$ cat src/rtl/mem_write_monitor.sv
// Watches CPU stores, decides PASS/FAIL/TIMEOUT for a test run and
// logs every run-time store into a small show-ahead FIFO for the host.
module mem_write_monitor #(
  parameter logic [31:0] PASS_ADDR  = 32'd84,
  parameter logic [31:0] PASS_DATA  = 32'd7,
  parameter logic [31:0] ALLOW_ADDR = 32'd80,
  parameter int          DEPTH      = 8,
  parameter logic [15:0] TIMEOUT    = 16'd1000
) (
  input  logic        clk,
  input  logic        reset,
  input  logic        memwrite,
  input  logic [31:0] aluout,
  input  logic [31:0] writedata,
  input  logic        rd_en,
  output logic        log_valid,
  output logic [31:0] log_addr,
  output logic [31:0] log_data,
  output logic        log_full,
  output logic        overflow,
  output logic [15:0] wr_count,
  output logic [1:0]  status,
  output logic        done
);

  localparam int AW = $clog2(DEPTH);
  localparam logic [AW:0] FULL_CNT = (AW+1)'(DEPTH);

  typedef enum logic [1:0] {
    RUN     = 2'b00,
    PASS    = 2'b01,
    FAIL    = 2'b10,
    TIMEOUT_ST = 2'b11
  } state_t;

  state_t state, state_nxt;

  logic [15:0]   cycles;
  logic [AW-1:0] wptr, rptr;
  logic [AW:0]   cnt;
  logic [31:0]   mem_addr [DEPTH];
  logic [31:0]   mem_data [DEPTH];

  logic store, pop, do_push, drop;

  assign store   = memwrite && (state == RUN);
  assign pop     = rd_en && (cnt != '0);
  assign do_push = store && ((cnt != FULL_CNT) || pop);
  assign drop    = store && (cnt == FULL_CNT) && !pop;

  // A terminating store outranks the timeout on the same edge.
  always_comb begin
    state_nxt = state;
    if (state == RUN) begin
      if (memwrite && aluout == PASS_ADDR && writedata == PASS_DATA)
        state_nxt = PASS;
      else if (memwrite && aluout != ALLOW_ADDR)
        state_nxt = FAIL;
      else if (cycles == TIMEOUT - 16'd1)
        state_nxt = TIMEOUT_ST;
    end
  end

  always_ff @(posedge clk or posedge reset) begin
    if (reset) begin
      state    <= RUN;
      cycles   <= '0;
      wr_count <= '0;
      overflow <= 1'b0;
    end else begin
      state <= state_nxt;
      if (state == RUN)
        cycles <= cycles + 16'd1;
      if (store && wr_count != 16'hFFFF)
        wr_count <= wr_count + 16'd1;
      if (drop)
        overflow <= 1'b1;
    end
  end

  always_ff @(posedge clk or posedge reset) begin
    if (reset) begin
      wptr <= '0;
      rptr <= '0;
      cnt  <= '0;
    end else begin
      if (do_push)
        wptr <= wptr + 1'b1;
      if (pop)
        rptr <= rptr + 1'b1;
      if (do_push && !pop)
        cnt <= cnt + 1'b1;
      else if (pop && !do_push)
        cnt <= cnt - 1'b1;
    end
  end

  always_ff @(posedge clk) begin
    if (do_push) begin
      mem_addr[wptr] <= aluout;
      mem_data[wptr] <= writedata;
    end
  end

  assign log_valid = (cnt != '0);
  assign log_full  = (cnt == FULL_CNT);
  assign log_addr  = log_valid ? mem_addr[rptr] : 32'd0;
  assign log_data  = log_valid ? mem_data[rptr] : 32'd0;
  assign status    = state;
  assign done      = (state != RUN);

endmodule

$ cat config.mk
export PLATFORM = sky130hd
export DESIGN_NAME = mem_write_monitor
export DESIGN_NICKNAME = d
export VERILOG_FILES = /design/src/rtl/mem_write_monitor.sv
export SDC_FILE = /design/constraint.sdc
export NUM_CORES = 1
export LEC_CHECK = 0
export CORE_MARGIN = 4
export CORE_UTILIZATION = 25
export CTS_BUF_LIST = sky130_fd_sc_hd__clkbuf_2 sky130_fd_sc_hd__clkbuf_4 sky130_fd_sc_hd__clkbuf_8
export DETAILED_ROUTE_END_ITERATION = 7
export DONT_BUFFER_PORTS = 1
export PLACE_DENSITY = 0.36
export SLEW_MARGIN = 20
export SYNTH_ARGS = -nofsm -noshare
export SYNTH_HDL_FRONTEND = slang
export SYNTH_SLANG_ARGS = --single-unit
export TNS_END_PERCENT = 20
$ cat constraint.sdc
create_clock -name clk -period 14.6 [get_ports clk]
set_input_delay 0.73 -clock clk [delete_from_list [all_inputs] [get_ports clk]]
set_output_delay 0.73 -clock clk [all_outputs]
set_load 0.02 [all_outputs]
Word level (Yosys, flattened, before mapping):

Memories as Yosys holds them, arrays and structs flattened.
Cells that the tools add are included.

* output and inout bits: 86
* flip-flop bits (word level): 45
* memories kept: 2
* bits in writable memories: 512

Memories
* mem_addr: words 8, bits a word 32, rd ports 1, clocked after Yosys merged registers in 0, write ports 1, RTL line 41 `logic [31:0] mem_addr [DEPTH];`
* mem_data: words 8, bits a word 32, rd ports 1, clocked after Yosys merged registers in 0, write ports 1, RTL line 42 `logic [31:0] mem_data [DEPTH];`

* reduce and logical (&&, ||, !) cells: 20
* $add $sub $neg: 6
* equality and inequality tests: 7
* muxes and demuxes: 9

Operators with widths (number)
* 2-to-1 mux 32 bit: 2
* adder 16 x 1 -> 16 bit (second input constant): 2
* == test 32 x 3 -> 1 bit (second input constant): 1
* == test 32 x 7 -> 1 bit (second input constant): 1
* != test 32 x 7 -> 1 bit (second input constant): 1
* == test 16 x 10 -> 1 bit (second input constant): 1
* != test 16 bit (second input constant): 1
* logical AND 1 bit: 11
* 2-to-1 mux 4 bit: 2
* adder 3 x 1 -> 3 bit (second input constant): 2
* 2-to-1 mux 2 bit: 3
* adder 4 x 1 -> 4 bit (second input constant): 1
* == test 4 bit (second input constant): 1
* != test 4 bit (second input constant): 1
* nonzero test 2 bit: 2
* nonzero test 4 bit: 1
* subtractor 4 x 1 -> 4 bit (second input constant): 1
* nonzero test 3 bit: 1
* logical NOT 1 bit: 2
* logical NOT 2 bit: 1
* 2-to-1 mux 1 bit: 2
* AND reduction 2 bit: 1
* logical OR 1 bit: 1

Logic depth before layout (Yosys ltp):

Gate-level depths: netlist (run 1).

* word-level depth: 8
* mapped depth: 11
* gate-level depth less buffers: 11

Least setup slack after synthesis (run 1):

No wires, ideal clock.

* kind: input -> register
* start point: input port memwrite
* end point: memory mem_addr[0][0] (enable)
* slack: 8.456 ns
* library setup time: 0.565 ns
* data required time: 14.035 ns
* stages on the path: 3
* buffers on the path: 0
* arrival: 5.580 ns
* cell sequence: nand2_2 -> or3_1 -> nor3_1

* cells in the longest elaborated chain, start to end: 4

Ends and longest elaborated chain
* start, declared: RTL line 12 `input logic memwrite,`
* logical AND 1 bit: RTL line 46 `assign store = memwrite && (state == RUN);`
* logical AND 1 bit: RTL line 48 `assign do_push = store && ((cnt != FULL_CNT) || pop);`
* 2-to-1 mux 1 bit: RTL line 99 `if (do_push) begin`
* 2-to-1 mux 1 bit (not written as such): RTL line 100 `mem_addr[wptr] <= aluout;`
* end, declared: RTL line 41

No other way between the ends.

Worst setup path after layout (run 1):

* start point: register rptr[1]
* end point: output port log_addr[5]

* cells in the longest elaborated chain, start to end: 2

Ends and longest elaborated chain
* start, declared: RTL line 39 `logic [AW-1:0] wptr, rptr;`
* start signal, assigned: RTL line 90 `rptr <= rptr + 1'b1;`
* memory (8 x 32 bit)
* 2-to-1 mux 32 bit: RTL line 107 `assign log_addr = log_valid ? mem_addr[rptr] : 32'd0;`
* end, declared: RTL line 17 `output logic [31:0] log_addr,`

No other way between the ends.

==> run metrics, run 1 <==
outcome completed; clock sinks 557; CTS tree yes; All-Layer GR Usage 12.5%; DR pass1 iterations 4; relative slew slack 27.9%; crit path DAT 4.11 ns; area share of the largest cell type after synthesis 71.0%; RSZ-0062 raised after global routing false; CTS Hold Bufs 0; switch share 20.8%; Main synth FF type edfxtp_1; Peak Freq 0.206 GHz; Worst setup EP type output port; Final Skew 0.0241 ns; Worst setup SP type flop; global-route wire length before repair 81,800 µm; Tcrit/Tclk final 33.2%; Synthesis Warnings 0; I/O pin total 154; Area contributors post-synth edfxtp_1 (71%), mux4_2 (13%), dfrtp_1 (5.2%); via count 10,132; postcts setup bufs 0; die area 91,400 µm²; CTS clk-pin slew, worst paths 0.06 ns; H-tree Lvls 3; Layout Nets 1,182; Avg Cell Area, Syn 21.0 µm²; Gate Count Post-Synth 1,032; Power Density 126 nW/µm²; largest net degree at the start of global routing 66; Clock Path Buffers 3; Synth area leader edfxtp_1; RePlAce Congestion 0.668; Critical Path RT 13.87 ns; Post-DP HPWL 31,900 µm; vias in the first global route 11,354; Final Hold Vio Count 0; layout cell share with drive strength beyond 1 27.2%; WS Path Type reg2out; Place WS 10.24 ns; Switch Pwr 0.652 mW; Final ANT Viol Nets 0; port bufs 0; final instance area 25,000 µm²; Final min period 4.84 ns; FF/Latch Area 16,500 µm²; area of the multi-input gates 5000 µm²; fin worst setup slack 9.76 ns; Die X-Extent 302 µm; # rows 107; Vias/cell 4.34; Max VDD drop 0.0564 mV; Tightest Pin Transition 1.08 ns; placed inst area 23,100 µm²; WL/cell 24.3 µm; max-cap violations 0; met3 Track Usage GR 3.83%; total power 3.14 mW; initial drt markers 538; critical path fanouts, max 58; sequential power share 55.5%; Post-synth EDFFs 512; initial antenna violation count 2; Leak Pwr 7.67 nW; total grt overflow 0; core area 85,500 µm²; Net Count, Synth 1,108; final setup violation count 0; hold slack 0.0927 ns; fill cell count 8,431; Setup TNS Final 0 ns; clock network power share 44.4%; Initial Util 25.3%; DRC Markers 0; Most Crowded Layer GR met2; Post-Syn Area 21,700 µm²; number of gates resized after CTS 0; post-detailed-routing wire length 56,700 µm; P_int 2.49 mW; class of the worst hold path in2async; #FFs+latches synth 557; clock latency at the later pin of the worst-skew pair 0.68 ns; Distinct cells, synth 39; Slew Viols, Final 0; Seq/Total Area, Yosys 76.2%; CTS Buf Count 99; area delta synth->final 15.5%; M1 GR Usage 15.5%; Clock Root Buffer clkbuf_8; met2 usage 21.1%; Post-synth ARST share 8.08%; die height 302 µm; combinational power share 0.1%
## worst paths after layout
path	from	to	slack, ns	cells past startpoint
setup / recovery	rptr[1]$_DFFE_PP0N_	log_addr[5]	9.76	5
hold / removal	reset	overflow$_DFFE_PP0P_	0.09	1
setup reg to reg	status[0]$_DFFE_PP0P_	mem_data[3][5]$_DFFE_PP_	10.72	6
hold reg to reg	cycles[12]$_DFFE_PP0N_	cycles[12]$_DFFE_PP0N_	0.48	1
max in group asynchronous	reset	rptr[2]$_DFFE_PP0N_	13.91	1
min in group clk	aluout[25]	mem_addr[0][25]$_DFFE_PP_	0.14	0
## metrics by stage
step	utilization, %	cells
global route	29.2	2333
CTS	29.2	2331
floorplan	-	1032
detailed placement	27.0	2149
finish	29.2	2334
global placement	27.0	2148
## routing by layer
layer  up-vias  wire length [µm]
li1       4383                 -
met1      5430             23800
met2       226             28200
met3        93              3540
met4         0              1100
met5         -                 0
## layout make-up
cell class              instances  area share [%]
diodes                          3          0.0300
clock buffers                 132            6.54
clock inverters                50            1.02
inverters                       8           0.125
multi-input cells             423            20.0
flip-flops and latches        557            66.0
well taps                    1144            5.72
repair buffers                 17           0.605
## power groups by stage
| stage | clock [mW] | sequential [mW] | combinational [mW] |
|---|---|---|---|
| floorplan | 0 | 1.78 | 0.00310 |
| global placement | 0 | 1.78 | 0.00531 |
| detailed placement | 0 | 1.78 | 0.00519 |
| CTS | 1.46 | 1.74 | 0.00526 |
| global route | 1.54 | 1.74 | 0.00563 |
| finish | 1.39 | 1.74 | 0.00470 |
## sequential cells by signal, indices dropped and copies added (netlist names)
register / count
mem_data: 256
cnt: 4
mem_addr: 256
wptr: 3
cycles: 16
rptr: 3
wr_count: 16
overflow: 1
status: 2
## worst max-delay path: stages, from the launching register on
cell     delay [ns]
dfrtp_4        0.62
buf_4          0.82
buf_4          0.84
mux4_2         0.41
mux2i_1        0.43
nor2_1         0.22
## cells by family (layout without fill, tap and decap cells)
logic type	Yosys count	count (layout)	synth area share, %
flops	557	557	76.2
mux	197	197	16.5
simple gates	171	171	3.94
buf+inv	52	207	1.05
xor+xnor	37	37	1.50
compound gates	10	10	0.295
fa+ha+maj	8	8	0.497
other cells	0	3	0
## cells in the final DEF (no fill, tap or decap), types with 5 or more instances in the layout
cell type	synthesis	routed
and3_1	5	5
nor2_4	0	6
mux2i_1	64	64
inv_1	8	7
nand3_1	10	10
and4_1	6	6
nor2_1	85	79
nor4_1	15	13
ha_1	7	7
nand2_1	17	17
dfrtp_1	45	42
nand4_1	12	12
buf_4	1	15
xnor2_1	22	22
mux4_2	128	128
xor2_1	15	15
clkbuf_8	0	103
clkinv_1	0	29
edfxtp_1	512	512
clkbuf_4	0	29
clkinv_2	0	17
mux2_2	5	5
## cells in the mapped netlist, types with 2 or more instances
cell and number:
mux2i_1 64, mux2_2 5, a21oi_1 3, nand2_1 17, dfrtp_1 45, inv_1 8, nor3_1 5, o31ai_1 2
xor2_1 15, edfxtp_1 512, xnor2_1 22, buf_2 22, clkbuf_1 15, a21o_1 2, o21ai_0 2, nor4b_1 3
mux4_2 128, ha_1 7, and3_1 5, buf_1 6, nand3_1 10, and4_1 6, nand2b_1 2, nor4_1 15
nor2_1 85, or4_1 2, nand4_1 12
Power figures use the tool's default switching activity.
==> run 2: changes to the inputs <==
--- a/config.mk
+++ b/config.mk
@@ -5,6 +5,7 @@
 export SDC_FILE = /design/constraint.sdc
 export NUM_CORES = 1
 export LEC_CHECK = 0
+export ABC_AREA = 1
 export CORE_MARGIN = 4
 export CORE_UTILIZATION = 25
 export CTS_BUF_LIST = sky130_fd_sc_hd__clkbuf_2 sky130_fd_sc_hd__clkbuf_4 sky130_fd_sc_hd__clkbuf_8
==> constraint.sdc (replaced) <==
create_clock -name clk -period 4.71 [get_ports clk]
set_input_delay 0.2355 -clock clk [delete_from_list [all_inputs] [get_ports clk]]
set_output_delay 0.2355 -clock clk [all_outputs]
set_load 0.02 [all_outputs]
==> run 2 against run 1 <==
  * Largest power group unchanged
  * Synthesized cell count is 73% higher
  * Sequential power grew to 3.3 times the previous value
  * Design area is 5.3% higher
==> run metrics, run 2 <==
cell with the most instances after synthesis edfxtp_1; Gate Count Post-Synth 1,790; Main synth FF type edfxtp_1; Switch Pwr 5.78 mW; Distinct cells, synth 33; critical path fanouts, max 116; max-cap violations 0; hold slack 0.107 ns; Synth area leader edfxtp_1; Post-Syn Area 22,400 µm²; P_int 9.02 mW; vias in the first global route 14,368; CTS tree yes; total power 14.8 mW; number of gates resized after CTS 0; R2R depth 13; Post-DP HPWL 35,400 µm; clock latency at the later pin of the worst-skew pair 0.71 ns; Final Skew 0.0266 ns; switch share 39.0%; Seq/Total Area, Yosys 73.7%; Die X-Extent 307 µm; Final ANT Viol Nets 0; clock network power share 30.2%; via count 14,261; port bufs 0; WS Path Type reg2out; area delta synth->final 17.7%; relative slew slack 36.4%; class of the worst hold path in2reg; Max VDD drop 0.322 mV; post-detailed-routing wire length 68,000 µm; DR pass1 iterations 7; Power Density 562 nW/µm²; total grt overflow 0; Tcrit/Tclk final 82.6%; final setup violation count 0; Setup TNS Final 0 ns; area share of the largest cell type after synthesis 68.7%; Clock Root Buffer clkbuf_8; initial drt markers 895; top flop regs mem_addr: 256 flops, mem_data: 256 flops; RSZ-0062 raised after global routing false; RePlAce Congestion 0.709; Peak Freq 0.257 GHz; most common cell after layout, fill and taps aside edfxtp_1; top cells by count, synth edfxtp_1 (512), nor2_1 (456), o21ai_0 (275); Net Count, Synth 1,866; H-tree Lvls 3; core area 88,600 µm²; Synthesis Warnings 0; sequential power share 38.2%; outcome completed; crit path DAT 3.66 ns; Clock Path Buffers 3; Avg Cell Area, Syn 12.5 µm²; layout cell share with drive strength beyond 1 10.8%; Final Hold Vio Count 0; Area contributors post-synth edfxtp_1 (69%), nor2_1 (7.6%), o21ai_0 (6.1%); I/O pin total 154; All-Layer GR Usage 14.3%; CTS Buf Count 104; final core occ 29.7%; Post-synth EDFFs 512; Layout Nets 1,967; clock sinks 557; Final Non-Filler Cells 3,138; largest net degree at the start of global routing 151; CTS clk-pin slew, worst paths 0.05 ns; die area 94,400 µm²; Vias/cell 4.54; Slew Viols, Final 0; Leak Pwr 8.65 nW; placed cell count 2,883; Tightest Pin Transition 0.953 ns; fill cell count 9,044; Hold Crit Depth 6; combinational power share 31.6%; area of the multi-input gates 5230 µm²; # rows 109; #FFs+latches synth 557; Initial Util 25.3%; Post-synth ARST share 8.08%; FF/Latch Area 16,500 µm²; global-route wire length before repair 99,900 µm; Critical Path RT 4.47 ns; DRC Markers 0; initial antenna violation count 5; die height 307 µm; leading cell types in the layout, fill and taps excluded edfxtp_1 (512), nor2_1 (448), o21ai_0 (275); WL/cell 21.7 µm; Final min period 3.89 ns; Worst setup EP type output port; Worst setup SP type flop
==> run 2: cell types whose count changed after synthesis, sizes merged, moves of 30 or more <==
cell and delta:
o21ai +328, o22ai +64, a31oi +64, inv +30, nand2 +70, mux4 -128
clkbuf +40, nor2 +370, mux2i -64
==> run 2: metrics by stage <==
stage                     setup slack (ns)  cell area (µm²)
after floorplan                      0.242            22400
after global placement                1.51            23700
after detailed placement              1.50            23700
after CTS                            0.665            26300
after global routing                 0.507            26300
final                                0.818            26300
==> run 2: area by class of cell <==
| cell class | instances | area share (%) |
|---|---|---|
| flip-flops and latches | 557 | 62.7 |
| multi-input cells | 1088 | 19.9 |
| clock buffers | 142 | 6.59 |
| well taps | 1165 | 5.53 |
| repair buffers | 102 | 3.88 |
| clock inverters | 41 | 0.831 |
| inverters | 38 | 0.589 |
| diodes | 5 | 0.0475 |
==> run 2: what timing repair did <==
item | 4_1_cts | 5_1_grt
endpoints found under the setup margin | 0 | 0
hold buffers | 67 | 0
setup buffers | 0 | 0
hold endpoints to repair | 565 | 0
==> run 2: metal layers <==
layer / wire length (µm) / global-route usage, % / share of wire (%)
met5: 0 / 0 / 0
met4: 1350 / 4.44 / 2.0
met3: 3680 / 3.54 / 5.4
met2: 31600 / 22.9 / 46
met1: 31400 / 19.1 / 46
==> run 2: worst max-delay path: stages (launching register included) <==
cell and delay (ns):
dfrtp_4 0.75, inv_8 0.58, buf_12 0.38, o21ai_0 0.12, o22ai_1 0.15, o21ai_0 0.10
a31oi_1 0.62
==> run 2: power by group through the flow <==
stage / logic, mW / clock network [mW] / registers (mW)
after detailed placement: 4.70 / 0 / 5.76
after floorplan: 3.56 / 0 / 5.57
after CTS: 4.81 / 4.66 / 5.66
after global placement: 4.69 / 0 / 5.76
after global routing: 5.19 / 4.90 / 5.67
final: 4.68 / 4.46 / 5.66
==> run 2: path summary, 6_finish.rpt <==
kind                       slack [ns]                    from                        to
max                              0.82     rptr[0]$_DFFE_PP0N_              log_data[13]
min                              0.11           writedata[31]     status[1]$_DFFE_PP0P_
max reg2reg                      1.73      cnt[0]$_DFFE_PP0P_        cnt[3]$_DFFE_PP0P_
min reg2reg                      0.48  cycles[15]$_DFFE_PP0N_    cycles[15]$_DFFE_PP0N_
max in group asynchronous        4.05                   reset       rptr[1]$_DFFE_PP0N_
min in group asynchronous        0.15                   reset  wr_count[13]$_DFFE_PP0P_
==> run 2: cell families (layout without fill, tap and decap cells) <==
kind of cell             after synthesis  count (layout)  share of synthesized area [%]
buffers and inverters                145             323                           3.19
flip-flops                           557             557                           73.7
other                                  0               5                              0
XOR/XNOR                              35              35                           1.37
AND/OR/NAND/NOR                      584             584                           10.2
adder cells (fa/ha/maj)                8               8                          0.481
AO/OA/AOI/OAI                        461             461                           11.1
